--- config.mk ---
export PLATFORM = sky130hd
export DESIGN_NAME = minicalc_seq
export DESIGN_NICKNAME = d
export VERILOG_FILES = /design/src/rtl/minicalc_pkg.sv /design/src/rtl/minicalc_div_serial.sv /design/src/rtl/minicalc_seq.sv
export SDC_FILE = /design/constraint.sdc
export NUM_CORES = 1
export LEC_CHECK = 0
export CAP_MARGIN = 20
export CORE_ASPECT_RATIO = 0.5
export CORE_MARGIN = 1.5
export CORE_UTILIZATION = 25
export CTS_BUF_LIST = sky130_fd_sc_hd__clkbuf_4 sky130_fd_sc_hd__clkbuf_8
export DETAILED_ROUTE_END_ITERATION = 7
export PLACE_DENSITY = 0.46
export SLEW_MARGIN = 20
export SYNTH_ARGS = -nofsm -noshare
export SYNTH_HDL_FRONTEND = slang
export SYNTH_SLANG_ARGS = --single-unit
--- constraint.sdc ---
create_clock -name clk -period 3.6 [get_ports clk]
set_input_delay 0.36 -clock clk [delete_from_list [all_inputs] [get_ports clk]]
set_output_delay 0.36 -clock clk [all_outputs]
set_load 0.02 [all_outputs]
--- src/rtl/minicalc_pkg.sv ---
// Shared opcode constants, FSM state encoding and the button priority helper
// for the minicalc sequencer.
package minicalc_pkg;

  localparam logic [1:0] OP_ADDSUB = 2'd0;
  localparam logic [1:0] OP_MINMAX = 2'd1;
  localparam logic [1:0] OP_MUL    = 2'd2;
  localparam logic [1:0] OP_DIV    = 2'd3;

  typedef enum logic [1:0] {
    IDLE = 2'd0,
    EXEC = 2'd1,
    DIV  = 2'd2,
    HOLD = 2'd3
  } state_t;

  // Lowest-index pressed button wins: btn0 > btn1 > btn2 > btn3.
  function automatic logic [1:0] pick_op(input logic [3:0] edges);
    logic [1:0] op;
    if (edges[0])      op = OP_ADDSUB;
    else if (edges[1]) op = OP_MINMAX;
    else if (edges[2]) op = OP_MUL;
    else               op = OP_DIV;
    return op;
  endfunction

endpackage

--- src/rtl/minicalc_div_serial.sv ---
// Serial restoring divider: one quotient bit per clock, MSB first.
// The quotient/remainder outputs present the result of the step being taken
// on the coming edge, so they are valid while done is high and can be
// registered by the parent on that same edge.
module minicalc_div_serial
  import minicalc_pkg::*;
#(
  parameter int BITS = 4
) (
  input  logic            clk,
  input  logic            rst_n,
  input  logic            start,
  input  logic [BITS-1:0] dividend,
  input  logic [BITS-1:0] divisor,
  output logic [BITS-1:0] quotient,
  output logic [BITS-1:0] remainder,
  output logic            done
);

  localparam int CNT_W = (BITS > 1) ? $clog2(BITS) : 1;

  logic [BITS-1:0]  rem_q;
  logic [BITS-1:0]  quo_q;
  logic [BITS-1:0]  dvs_q;
  logic [CNT_W-1:0] cnt_q;
  logic             active_q;

  logic [BITS:0]    shifted;
  logic [BITS:0]    trial;
  logic [BITS:0]    quo_shift;
  logic             fits;
  logic [BITS-1:0]  rem_next;
  logic [BITS-1:0]  quo_next;

  // One restoring step: shift in the next dividend bit, try the subtract,
  // keep it only if it did not borrow.
  always_comb begin
    shifted   = {rem_q, quo_q[BITS-1]};
    trial     = shifted - {1'b0, dvs_q};
    fits      = ~trial[BITS];
    rem_next  = fits ? trial[BITS-1:0] : shifted[BITS-1:0];
    quo_shift = {quo_q, fits};
    quo_next  = quo_shift[BITS-1:0];
  end

  assign quotient  = quo_next;
  assign remainder = rem_next;
  assign done      = active_q && (cnt_q == '0);

  // Load operands on start, then iterate with the counter running BITS-1 down to 0.
  always_ff @(posedge clk or negedge rst_n) begin
    if (!rst_n) begin
      rem_q    <= '0;
      quo_q    <= '0;
      dvs_q    <= '0;
      cnt_q    <= '0;
      active_q <= 1'b0;
    end else if (start) begin
      rem_q    <= '0;
      quo_q    <= dividend;
      dvs_q    <= divisor;
      cnt_q    <= CNT_W'(BITS - 1);
      active_q <= 1'b1;
    end else if (active_q) begin
      rem_q <= rem_next;
      quo_q <= quo_next;
      cnt_q <= cnt_q - 1'b1;
      if (cnt_q == '0) active_q <= 1'b0;
    end
  end

endmodule

--- src/rtl/minicalc_seq.sv ---
// minicalc sequencer: synchronises and edge-detects the buttons, latches the
// operands on a press, runs the selected operation and holds the result on led.
module minicalc_seq
  import minicalc_pkg::*;
#(
  parameter int BITS        = 4,
  parameter int SYNC_STAGES = 2
) (
  input  logic              clk,
  input  logic              rst_n,
  input  logic [2*BITS-1:0] sw,
  input  logic [3:0]        btn,
  output logic [2*BITS-1:0] led,
  output logic              busy,
  output logic              done
);

  logic [SYNC_STAGES-1:0][3:0] sync_q;
  logic [3:0]      prev_q;
  logic [3:0]      synced;
  logic [3:0]      btn_edge;
  logic            accept;
  logic [1:0]      op_sel;

  state_t          state_q;
  state_t          state_d;

  logic [BITS-1:0] a_q;
  logic [BITS-1:0] b_q;
  logic [1:0]      op_q;

  logic [2*BITS-1:0] alu_result;
  logic [2*BITS-1:0] product;

  logic            div_start;
  logic            div_done;
  logic [BITS-1:0] div_quo;
  logic [BITS-1:0] div_rem;

  assign synced   = sync_q[SYNC_STAGES-1];
  assign btn_edge = synced & ~prev_q;
  assign accept   = ((state_q == IDLE) || (state_q == HOLD)) && (|btn_edge);
  assign op_sel   = pick_op(btn_edge);
  assign busy     = (state_q == EXEC) || (state_q == DIV);

  // Button synchroniser chain plus the previous-value register for edge detect.
  always_ff @(posedge clk or negedge rst_n) begin
    if (!rst_n) begin
      sync_q <= '0;
      prev_q <= '0;
    end else begin
      sync_q[0] <= btn;
      for (int i = 1; i < SYNC_STAGES; i++) sync_q[i] <= sync_q[i-1];
      prev_q <= synced;
    end
  end

  // FSM state register.
  always_ff @(posedge clk or negedge rst_n) begin
    if (!rst_n) state_q <= IDLE;
    else        state_q <= state_d;
  end

  // FSM next-state: presses only accepted while idle or holding a result.
  always_comb begin
    state_d = state_q;
    case (state_q)
      IDLE, HOLD: if (accept) state_d = (op_sel == OP_DIV) ? DIV : EXEC;
      EXEC:       state_d = HOLD;
      DIV:        if (div_done) state_d = HOLD;
      default:    state_d = IDLE;
    endcase
  end

  // Single-cycle operations on the latched operands.
  always_comb begin
    product    = {{BITS{1'b0}}, a_q} * {{BITS{1'b0}}, b_q};
    alu_result = '0;
    case (op_q)
      OP_ADDSUB: alu_result = {a_q + b_q, a_q - b_q};
      OP_MINMAX: alu_result = (b_q < a_q) ? {b_q, a_q} : {a_q, b_q};
      OP_MUL:    alu_result = product;
      default:   alu_result = '0;
    endcase
  end

  // The divider takes its operands straight from sw on the accepting edge,
  // the same edge that latches them locally.
  assign div_start = accept && (op_sel == OP_DIV);

  minicalc_div_serial #(.BITS(BITS)) u_div (
    .clk       (clk),
    .rst_n     (rst_n),
    .start     (div_start),
    .dividend  (sw[2*BITS-1:BITS]),
    .divisor   (sw[BITS-1:0]),
    .quotient  (div_quo),
    .remainder (div_rem),
    .done      (div_done)
  );

  // Operand/opcode latch on acceptance; result and done pulse on completion.
  always_ff @(posedge clk or negedge rst_n) begin
    if (!rst_n) begin
      a_q  <= '0;
      b_q  <= '0;
      op_q <= OP_ADDSUB;
      led  <= '0;
      done <= 1'b0;
    end else begin
      done <= 1'b0;
      if (accept) begin
        a_q  <= sw[2*BITS-1:BITS];
        b_q  <= sw[BITS-1:0];
        op_q <= op_sel;
      end
      if (state_q == EXEC) begin
        led  <= alu_result;
        done <= 1'b1;
      end else if ((state_q == DIV) && div_done) begin
        led  <= {div_quo, div_rem};
        done <= 1'b1;
      end
    end
  end

endmodule

Word-level counts from Yosys, hierarchy flattened
Cells that the tools add are included.

storage, ports and cells
  register bits = 48
  bits in latches = 0
  memory bits (writable) = 0
  memory bits (read-only) = 0
  input bits = 14
  output and inout bits = 10
  word-level logic and storage cells = 68
  memories = 0

cells by class
  add/subtract/negate cells = 4
  $mul = 1
  div/mod/pow operators = 0
  $lt $le $gt $ge = 1
  eq/ne operators = 8
  shifts and indexed selects = 0
  multiplexer cells = 23
  bitwise logic cells = 3
  reductions and logical operators = 14

operator list
  cell                                                                    count
  8-bit two-way mux                                                       3
  8-bit one-hot mux with 3 select lines                                   1
  4-bit two-way mux                                                       5
  2-bit two-way mux                                                       7
  2-bit equality test (second input constant)                             4
  4-bit by 4-bit multiplier with 8-bit output                             1
  2-bit zero test                                                         3
  1-bit two-way mux                                                       6
  2-bit one-hot mux with 3 select lines                                   1
  5-bit by 4-bit subtractor with 5-bit output                             1
  4-bit adder                                                             1
  4-bit bitwise AND                                                       1
  2-bit by 1-bit equality test with 1-bit output (second input constant)  2
  1-bit logical AND                                                       4
  4-bit < comparator                                                      1
  2-bit != test (second input constant)                                   2
  4-bit NOT                                                               1
  2-bit nonzero test                                                      2
  4-bit OR reduction                                                      1
  4-bit subtractor                                                        1
  1-bit logical OR                                                        2
  2-bit AND reduction                                                     1
  2-bit OR reduction                                                      1
  2-bit by 1-bit subtractor with 2-bit output (second input constant)     1
  1-bit NOT                                                               1

Longest topological paths before layout
  word-level depth = 9
  gate-level depth with buffers = 12
  mapped depth without buffers = 12

Cells and area by module
A second synthesis with hierarchy kept.

second synthesis, totals
  cell total of the unflattened synthesis = 328
  area total of the unflattened synthesis = 3179.3 um^2

modules (own cells, without submodules)
  module               times used  cells an instance  area an instance (um^2)
  minicalc_seq         1           218                2207.1
  minicalc_div_serial  1           110                972.2

Least setup slack after synthesis
Ideal clock, no wire load.

  path type = reg2reg
  start = reg a_q[1]
  end = reg led[6]
  library setup time = 0.138 ns
  arrival time = 2.764 ns
  path slack = 0.699 ns
  cell stages (with the launch flop) = 12
  path buffers = 0
  clock period less this slack = 2.901 ns
  cells stage by stage = dfrtp_1 nand2_1 fa_1 inv_1 fa_1 inv_1 fa_1 nor2b_1 o21a_1 o21ai_0 a31oi_1 o221ai_1

between the ends
  word-level cells in the longest chain between the ends = 4
  elaborated cells between the ends (all ways) = 6

ends and longest elaborated chain
  item                                                                                 line                 RTL
  start, declared                                                                      minicalc_seq.sv:28   logic [BITS-1:0] a_q;
  start signal, assigned                                                               minicalc_seq.sv:113  a_q <= sw[2*BITS-1:BITS];
  branches (longest 2 deep; another with 4-bit by 4-bit multiplier with 8-bit output)  --
  8-bit one-hot mux with 3 select lines (*)                                            minicalc_seq.sv:79   case (op_q)
  8-bit two-way mux (*)                                                                minicalc_seq.sv:117  if (state_q == EXEC) begin
  end signal, assigned                                                                 minicalc_seq.sv:118  led <= alu_result;
  end signal, assigned                                                                 minicalc_seq.sv:121  led <= {div_quo, div_rem};
  end, declared                                                                        minicalc_seq.sv:13   output logic [2*BITS-1:0] led,

Every way passes the cells marked *.
A chain may end at the register's enable or synchronous reset.

Worst setup path after layout
  start = reg a_q[1]
  end = reg led[7]

Same word-level chain as after synthesis.

==> results.md <==
- GRT overflow: 0
- CTS root buffer: clkbuf_8
- MaxCap Viol Count: 0
- Initial DRC Count: 112
- Critical path class: reg -> reg
- Most frequent CP cell: fa_1
- Level count of the clock H-tree: 2
- Status: completed
- Clock slew at reported path FFs: 100 ps
- Max Freq: 0.315 GHz
- Die width: 161 um
- Number of synthesized flops with an enable pin: 0
- Core area: about 0.012 sq mm
- CP max stage delay: 590 ps
- Worst Path Arrival: 3370 ps
- Num CTS Buffers: 5
- DR vias: about 2300
- Clock latency on the worst-skew pair: 310 ps
- Mean post-synth cell area: 9.75 sq um
- Worst-path maximum fanout: 10
- Ys Warns: 0
- Number of global-route vias before repair: approximately 2300
- Async S/R FF share, synth: 100%
- Vias/cell: 4.46
- Critical path buffer and inverter count: 1
- Die Span Y: 81.9 um
- Fillers: roughly 1300
- P&R area growth vs syn: 17.2%
- Worst-Margin Slew: 691 ps
- Hold crit path type: reg -> reg
- Final WL: between 7000 and 8000 um
- TritonCTS clock tree: built
- Maximum root-to-sink buffer count: 2
- Nets: 391
- Crit share post-route: about nine tenths
- # resized after CTS: 0
- GRT Total Usage: 12.3%
- Gate Count Post-Synth: 319
- Setup bufs post-CTS: 0
- Share of cells above drive strength 1: 8.43%
- Clk_skew: between 10 and 15 ps
- Final setup vio count: 0
- Drt pass-1 iters: 4
- Initial core utilization: 26.0%
- Placed Area: 0.00352 sq mm
- CP endpoint kind: flip-flop
- IO Count: 24
- Max Slew Vio Count: 0
- Final Cell Area: 0.00364 sq mm
- Top Family by Delay on Critical Path: adder cells
- N_diodes: 0
- Routability congestion estimate: 0.774
- Ys flop type: dfrtp_1
- Largest net degree at the start of global routing: 32
- Cell Area, Synth: about 0.0031 sq mm
- Sequential fraction of the synthesis area: 38.6%
- Startpoint Class: flip-flop
- Final worst path period need: 3180 ps
- Hpwl dp: 5690 um
- Mapped Nets: 367
- Most frequent cells in the layout: 48 x dfrtp_1, 41 x nand2_1, 29 x inv_1
- Yosys cell types: 46
- Final hold violations: 0
- RSZ-0062 raised after global routing: false
- Rows: 28
- Wirelength per Cell: around 14 um
- CP Cell Sequence: nand2_1 -> fa_1 -> inv_1 -> fa_1 -> ha_1 -> a211oi_1 -> o21bai_1 -> a21oi_1 -> xnor2_1 -> a311o_1
- IO buf count: 23
- Final ANT Viol Nets: 0
- Initial antenna violation count: 0
- Final hold slack: about 360 ps
- Register bit total from synthesis: 48
- Slowest cell on crit path: dfrtp_1
- Setup TNS: 0 ps
- Worst slew margin: a little over half
- Worst EP required: 3800 ps
- Most common cell after layout, fill and taps aside: dfrtp_1
- DRC: 0
- Die area: 0.0132 sq mm
- Clock sinks: 48
- First-pass GRT wire length: 12500 um
[cell families (layout without fill, tap and decap cells)]
kind of cell	after synthesis	count (layout)	share of synthesized area, %
AOI/OAI and AO/OA	69	69	14.2
xor gates and xnor gates	8	8	2.25
adders and majority gates	34	34	15.4
buffers and inverters	39	64	4.95
DFF	48	48	38.6
muxes	28	28	9.62
and+or+nand+nor	93	93	15.0
[per-stage QoR]
step	setup WS, ps	utilization (%)	instances
floorplan	699	-	319
global placement	521	29.4	500
detailed placement	462	29.4	500
CTS	441	30.4	509
global route	220	30.4	509
finish	425	30.4	509
[final timing paths]
check / start / endpoint / slack (ps) / cells past startpoint
min reg2reg: sync_q[2]$_DFF_PN0_ / synced[2]$_DFF_PN0_ / 360 / 0
max: a_q[1]$_DFFE_PN0P_ / led[7]$_DFFE_PN0P_ / 420 / 10
max in group asynchronous: rst_n / u_div.dvs_q[3]$_DFFE_PN0P_ / 2340 / 3
min: sync_q[2]$_DFF_PN0_ / synced[2]$_DFF_PN0_ / 360 / 0
min in group asynchronous: rst_n / sync_q[1]$_DFF_PN0_ / 500 / 2
max reg2reg: a_q[1]$_DFFE_PN0P_ / led[7]$_DFFE_PN0P_ / 420 / 10
[routing by layer]
layer  vias to the layer above  global-route usage (%)  wire length (um)
met5                         -                       0                 0
met1                      1099                    16.4              3830
met4                         0                    3.61                65
li1                       1154                       -                 -
met2                        15                    20.8              3380
met3                         4                    1.82               100
[registers in the layout, indices dropped and copies added, names as in the netlist]
signal and count:
a_q 4, b_q 4, done 1, led 8, op_q 2, prev_q 4, state_q 2, sync_q 4
synced 4, u_div.active_q 1, u_div.cnt_q 2, u_div.dvs_q 4, u_div.quo_q 4, u_div.rem_q 4
[cell type report]
type	instances	area (sq um)	area share (%)
Multi-Input combinational cell	232	1750	48.1
Inverter	29	109	2.99
Timing Repair Buffer	27	258	7.07
Clock inverter	3	46.3	1.27
Clock buffer	5	68.8	1.89
Sequential cell	48	1200	33.0
Tap cell	165	206	5.67
[synth_stat cells, types with 2 or more instances]
cell	number	area share, %
ha_1	27	11
nor2_1	11	1.3
a221oi_1	2	0.56
nor2b_1	4	0.80
mux2_2	11	4.0
nand3_1	4	0.64
o221ai_1	2	0.56
and3_1	4	0.80
o21ai_0	20	3.2
mux2i_1	16	5.2
inv_1	29	3.5
nor3_1	3	0.48
a31oi_1	2	0.40
xnor2_1	7	2.0
a22oi_1	2	0.48
or3b_2	2	0.56
nand2_1	41	4.9
o22ai_1	4	0.80
a211oi_1	3	0.72
nand2b_1	11	2.2
dfrtp_1	48	39
a311oi_1	3	0.85
o22a_1	3	0.85
a21o_1	4	0.97
or3_1	2	0.40
clkbuf_1	9	1.1
a21oi_1	16	2.6
fa_1	7	4.5
and2_1	5	1.0
[repair_timing]
| item | CTS | global route |
|---|---|---|
| hold endpoints to repair | 17 | 0 |
| endpoints found under the setup margin | 0 | 0 |
| hold buffers | 1 | 0 |
Power is left out: the tool's default activity adds up to more than one toggle a clock period on the data nets, which glitch-free logic cannot reach.
